==> src/rtl/l2c_sram_sched.sv <==
// Round-robin scheduler granting the single L2C data-SRAM port to one of four line engines.
// Grant registered one cycle after the request is seen, then a BEATS-long burst and one turnaround cycle.
module l2c_sram_sched #(
  parameter int BEATS = 8
) (
  input  logic        Clk,
  input  logic        Reset,
  input  logic        i_maintenance_active,
  input  logic [3:0]  i_req,
  input  logic [71:0] i_req_adr,
  input  logic [3:0]  i_req_we,
  output logic [3:0]  o_start,
  output logic [3:0]  o_end,
  output logic        o_sram_ce,
  output logic        o_sram_we,
  output logic [17:0] o_sram_adr,
  output logic [1:0]  o_grant_id,
  output logic        o_sched_idle
);

  typedef enum logic [2:0] {
    IDLE  = 3'b001,
    BURST = 3'b010,
    GAP   = 3'b100
  } state_t;

  localparam logic [2:0] LAST = 3'(BEATS - 1);

  state_t      state_q;
  logic [2:0]  beat_q;
  logic [1:0]  ptr_q;
  logic [11:0] adr_q;
  logic        we_q;

  logic        win_vld;
  logic [1:0]  win_id;
  logic [1:0]  cand;
  logic [17:0] win_adr;
  logic [2:0]  beat_nxt;

  // Walk from lowest to highest priority so the last hit is the RR winner.
  always_comb begin
    win_vld = 1'b0;
    win_id  = ptr_q;
    cand    = ptr_q;
    for (int k = 4; k >= 1; k--) begin
      cand = ptr_q + 2'(k);
      if (i_req[cand]) begin
        win_vld = 1'b1;
        win_id  = cand;
      end
    end
  end

  always_comb begin
    win_adr = 18'd0;
    for (int n = 0; n < 4; n++) begin
      if (win_id == 2'(n)) win_adr = i_req_adr[18*n +: 18];
    end
  end

  assign beat_nxt     = beat_q + 3'd1;
  assign o_sched_idle = (state_q == IDLE);

  always_ff @(posedge Clk) begin
    if (Reset) begin
      state_q    <= IDLE;
      beat_q     <= 3'd0;
      ptr_q      <= 2'd3;
      adr_q      <= 12'd0;
      we_q       <= 1'b0;
      o_start    <= 4'd0;
      o_end      <= 4'd0;
      o_sram_ce  <= 1'b0;
      o_sram_we  <= 1'b0;
      o_sram_adr <= 18'd0;
      o_grant_id <= 2'd0;
    end else begin
      case (state_q)
        IDLE: begin
          if (win_vld && !i_maintenance_active) begin
            state_q    <= BURST;
            ptr_q      <= win_id;
            o_grant_id <= win_id;
            adr_q      <= win_adr[17:6];
            we_q       <= i_req_we[win_id];
            beat_q     <= 3'd0;
            o_sram_ce  <= 1'b1;
            o_sram_we  <= i_req_we[win_id];
            o_sram_adr <= {win_adr[17:6], 6'd0};
            o_start    <= 4'b0001 << win_id;
            o_end      <= 4'd0;
          end
        end
        BURST: begin
          if (beat_q == LAST) begin
            state_q    <= GAP;
            o_start    <= 4'd0;
            o_end      <= 4'd0;
            o_sram_ce  <= 1'b0;
            o_sram_we  <= 1'b0;
            o_sram_adr <= 18'd0;
          end else begin
            beat_q     <= beat_nxt;
            o_sram_ce  <= 1'b1;
            o_sram_we  <= we_q;
            o_sram_adr <= {adr_q, beat_nxt, 3'b000};
            o_start    <= 4'd0;
            o_end      <= (beat_nxt == LAST) ? (4'b0001 << o_grant_id) : 4'd0;
          end
        end
        GAP: begin
          state_q <= IDLE;
          beat_q  <= 3'd0;
        end
        default: state_q <= IDLE;
      endcase
    end
  end

endmodule

==> config.mk <==
export PLATFORM = sky130hd
export DESIGN_NAME = l2c_sram_sched
export DESIGN_NICKNAME = d
export VERILOG_FILES = /design/src/rtl/l2c_sram_sched.sv
export SDC_FILE = /design/constraint.sdc
export NUM_CORES = 1
export LEC_CHECK = 0
export CAP_MARGIN = 20
export CORE_ASPECT_RATIO = 0.7
export CORE_MARGIN = 2
export CORE_UTILIZATION = 43
export CTS_CLUSTER_DIAMETER = 80
export DETAILED_ROUTE_END_ITERATION = 7
export GPL_TIMING_DRIVEN = 0
export PLACE_DENSITY_LB_ADDON = 0.25
export SYNTH_ARGS = -nofsm -noshare
export SYNTH_HDL_FRONTEND = slang
export SYNTH_SLANG_ARGS = --single-unit
==> constraint.sdc <==
create_clock -name Clk -period 2.3 [get_ports Clk]
set_input_delay 0.345 -clock Clk [delete_from_list [all_inputs] [get_ports Clk]]
set_output_delay 0.345 -clock Clk [all_outputs]
set_load 0.05 [all_outputs]
==> flow_metrics.env <==
export IMPL_outcome="finished, final reports clean"
export IMPL_fin_worst_skew_ps=5.95
export IMPL_hpwl_um=6580
export IMPL_worst_slack_ps=95.5
export IMPL_drive_gt1_share_pct=10.8
export IMPL_fin_nets=500
export IMPL_fp_dieW_um=98.8
export IMPL_cts_sinks=48
export IMPL_dr_pass1_iters=5
export IMPL_fin_crit_sh_pct=95.8
export IMPL_reg2regPathDepth=6
export IMPL_hold_viol=0
export IMPL_cts_max_path_buffers=2
export IMPL_tns_ps=0
export IMPL_drc=0
export IMPL_die_y_um=70.4
export IMPL_synth_seq_area_share_pct=35.5
export IMPL_grt_pass1_vias=2838
export IMPL_syn_inst=322
export IMPL_cpPeakStageDelay_ps=460
export IMPL_finish_utilization_pct=62.0
export IMPL_maxSlewHeadroom_pct=56.2
export IMPL_synth_main_ff_cell="dfxtp_1"
export IMPL_worstMarginPinSlew_ps=654
export IMPL_track_usage_pct=25.4
export IMPL_period_needed_ps=2200
export IMPL_finalInstanceArea_sq_um=3810
export IMPL_num_vias=2848
export IMPL_grt_pass1_wl_um=14300
export IMPL_io_buffers=83
export IMPL_p_per_area_nw_per_um2=625
export IMPL_initial_core_util_pct=43.9
export IMPL_slew_violations=0
export IMPL_vias_per_cell=5.78
export IMPL_row_count=24
export IMPL_pre_cts_ws_ps=-548
export IMPL_cp_slowest_cell="or3b_2"
export IMPL_crit_arrival_ps=2380
export IMPL_ant_nets=0
export IMPL_cts_buffers=5
export IMPL_yosys_area_top_type="dfxtp_1"
export IMPL_postSynthAreaPerCell_sq_um=8.40
export IMPL_max_cap_violations=0
export IMPL_setup_violations=0
export IMPL_drt_iter0_drc=191
export IMPL_path_cells="buf_4 -> or3b_2 -> a31oi_1 -> nor2_1 -> o22ai_1 -> o311ai_1"
export IMPL_critPathKind="reg -> reg"
export IMPL_core_sq_um=6160
export IMPL_routed_wl_um=8740
export IMPL_max_vdd_ir_drop_v=0.000487
export IMPL_grt_max_degree=17
export IMPL_n_antenna_cell=0
export IMPL_clock_root_buffer="clkbuf_8"
export IMPL_clock_fmax_mhz=454
export IMPL_yosysMostFrequentCell="dfxtp_1"
export IMPL_clk_pin_slew_worst_paths_ps=100
export IMPL_clock_latency_ps=300
export IMPL_leakage_uw=0.00144
export IMPL_hp_class="reg -> reg"
export IMPL_critPathMaxFanout=10
export IMPL_worst_endpoint_required_ps=2480
export IMPL_yosys_area_top_type_share_pct=35.5
export IMPL_wl_per_cell_um=17.7
export IMPL_async_reset_ff_share_pct=0
export IMPL_die_area_sq_um=6950
export IMPL_gr_total_overflow=0
export IMPL_cts_tree="yes"
export IMPL_whs_path_depth=2
export IMPL_gp_congestion=0.859
export IMPL_synth_area_leaders="dfxtp_1 (36%), a21oi_1 (4.4%), nor2_1 (4.4%)"
export IMPL_synth_edf_count=0
export IMPL_start_kind="flop"
export IMPL_yosysWarnings=0
export IMPL_ios=114
export IMPL_syn_area_sq_um=2710
export IMPL_placed_area_sq_um=3640
export IMPL_synth_cell_type_count=63
export IMPL_cts_hold_buf=0
export IMPL_area_growth_pct=41.0
export IMPL_h_tree_depth=2
export IMPL_ys_seq_elements=48
export IMPL_end_kind="flop"
export IMPL_antenna_found_initial=0
export IMPL_synth_common_cells="dfxtp_1 (48), nor2_1 (32), a21oi_1 (24)"
[worst paths after layout]
check | from | endpoint | slack (ps)
worst min register to register | we_q | we_q | 490
worst min-delay path | we_q | we_q | 490
worst max-delay path | ptr_q[0] | o_sram_adr[7] | 100
worst max register to register | ptr_q[0] | o_sram_adr[7] | 100
[final cells by class]
class	count	area [sq um]
sequential	48	962
multi-input combinational	239	1610
clock buffer	5	68.8
inverter	9	33.8
buffer	27	156
tap	78	97.6
clock inverter	3	46.3
timing repair buffer	84	841
fill	542	2340
[per-layer routing]
metal	track usage, %	routed length [um]	vias to the layer above
met5	0	0	-
met4	3.65	53	0
met3	4.70	640	6
met2	38.4	3730	120
met1	38.4	4310	1322
li1	-	-	1400
[critical path, delay by kind of cell (launching register included)]
| kind | cells | cell delay, ps |
|---|---|---|
| flip-flops | 1 | 430 |
| buffers and inverters | 1 | 220 |
| AO/OA/AOI/OAI | 3 | 760 |
| AND/OR/NAND/NOR | 2 | 680 |
[registers in the layout, summed over array words and instances, names as in the netlist, 2 cells and up]
name / flops
o_start: 4
beat_q: 3
ptr_q: 2
o_grant_id: 2
o_end: 4
adr_q: 12
o_sram_adr: 15
state_q: 3
[through the flow]
| step | hold slack [ps] | total power [uW] | std cells |
|---|---|---|---|
| 2_1_floorplan | 440 | 1450 | 324 |
| 3_3_place_gp | 458 | 1730 | 485 |
| 3_5_place_dp | 465 | 1740 | 485 |
| 4_1_cts | 486 | 2370 | 494 |
| 5_1_grt | 508 | 2490 | 493 |
| 6_report | 486 | 2380 | 493 |
[report_power, final]
part / internal [uW] / switching, uW
Combinational: 325 / 470
Clock: 328 / 303
Sequential: 908 / 49.4
[timing repair]
item / 4_1_cts / 5_1_grt
pin swaps: 1 / 3
setup buffers: 1 / 0
resized for setup: 1 / 12
setup endpoints to repair: 15 / 30
[cell families after synthesis]
| kind of cell | synth area share [%] |
|---|---|
| other cells | 0.139 |
| mux | 0.740 |
| simple gates | 22.8 |
| fa+ha+maj | 1.39 |
| compound gates | 32.4 |
| flops | 35.5 |
| buf+inv | 7.03 |
[cells in the final DEF (no fill, tap or decap), types with 3 or more instances in the layout]
cell type        Yosys  final
buf_6                3      3
o31ai_1             14     14
ha_1                 3      3
nor3b_1             11     10
a21o_1               3      3
buf_2                5      4
inv_1                9      9
a22oi_1             14     14
nand3b_1             4      4
nor3_1               4      4
nor2b_1              3      3
o311ai_1             4      4
clkbuf_8             0      5
a31oi_1              4      4
nor2_1              32     31
clkdlybuf4s50_1      0     82
nor2_2               2      3
o22ai_1              7      7
a21boi_0             3      3
o21ai_0             20     19
a21oi_1             24     24
clkbuf_1            14     12
nand2b_1             3      3
a211o_1              8      8
nand4_1              5      5
nand2_1             10     10
dfxtp_1             48     47
or3b_2               3      3
nand3_1              7      7
buf_4                6      7
conb_1               1      3
and3_1              10     10
Note: power is estimated with default switching activity, not from simulation.
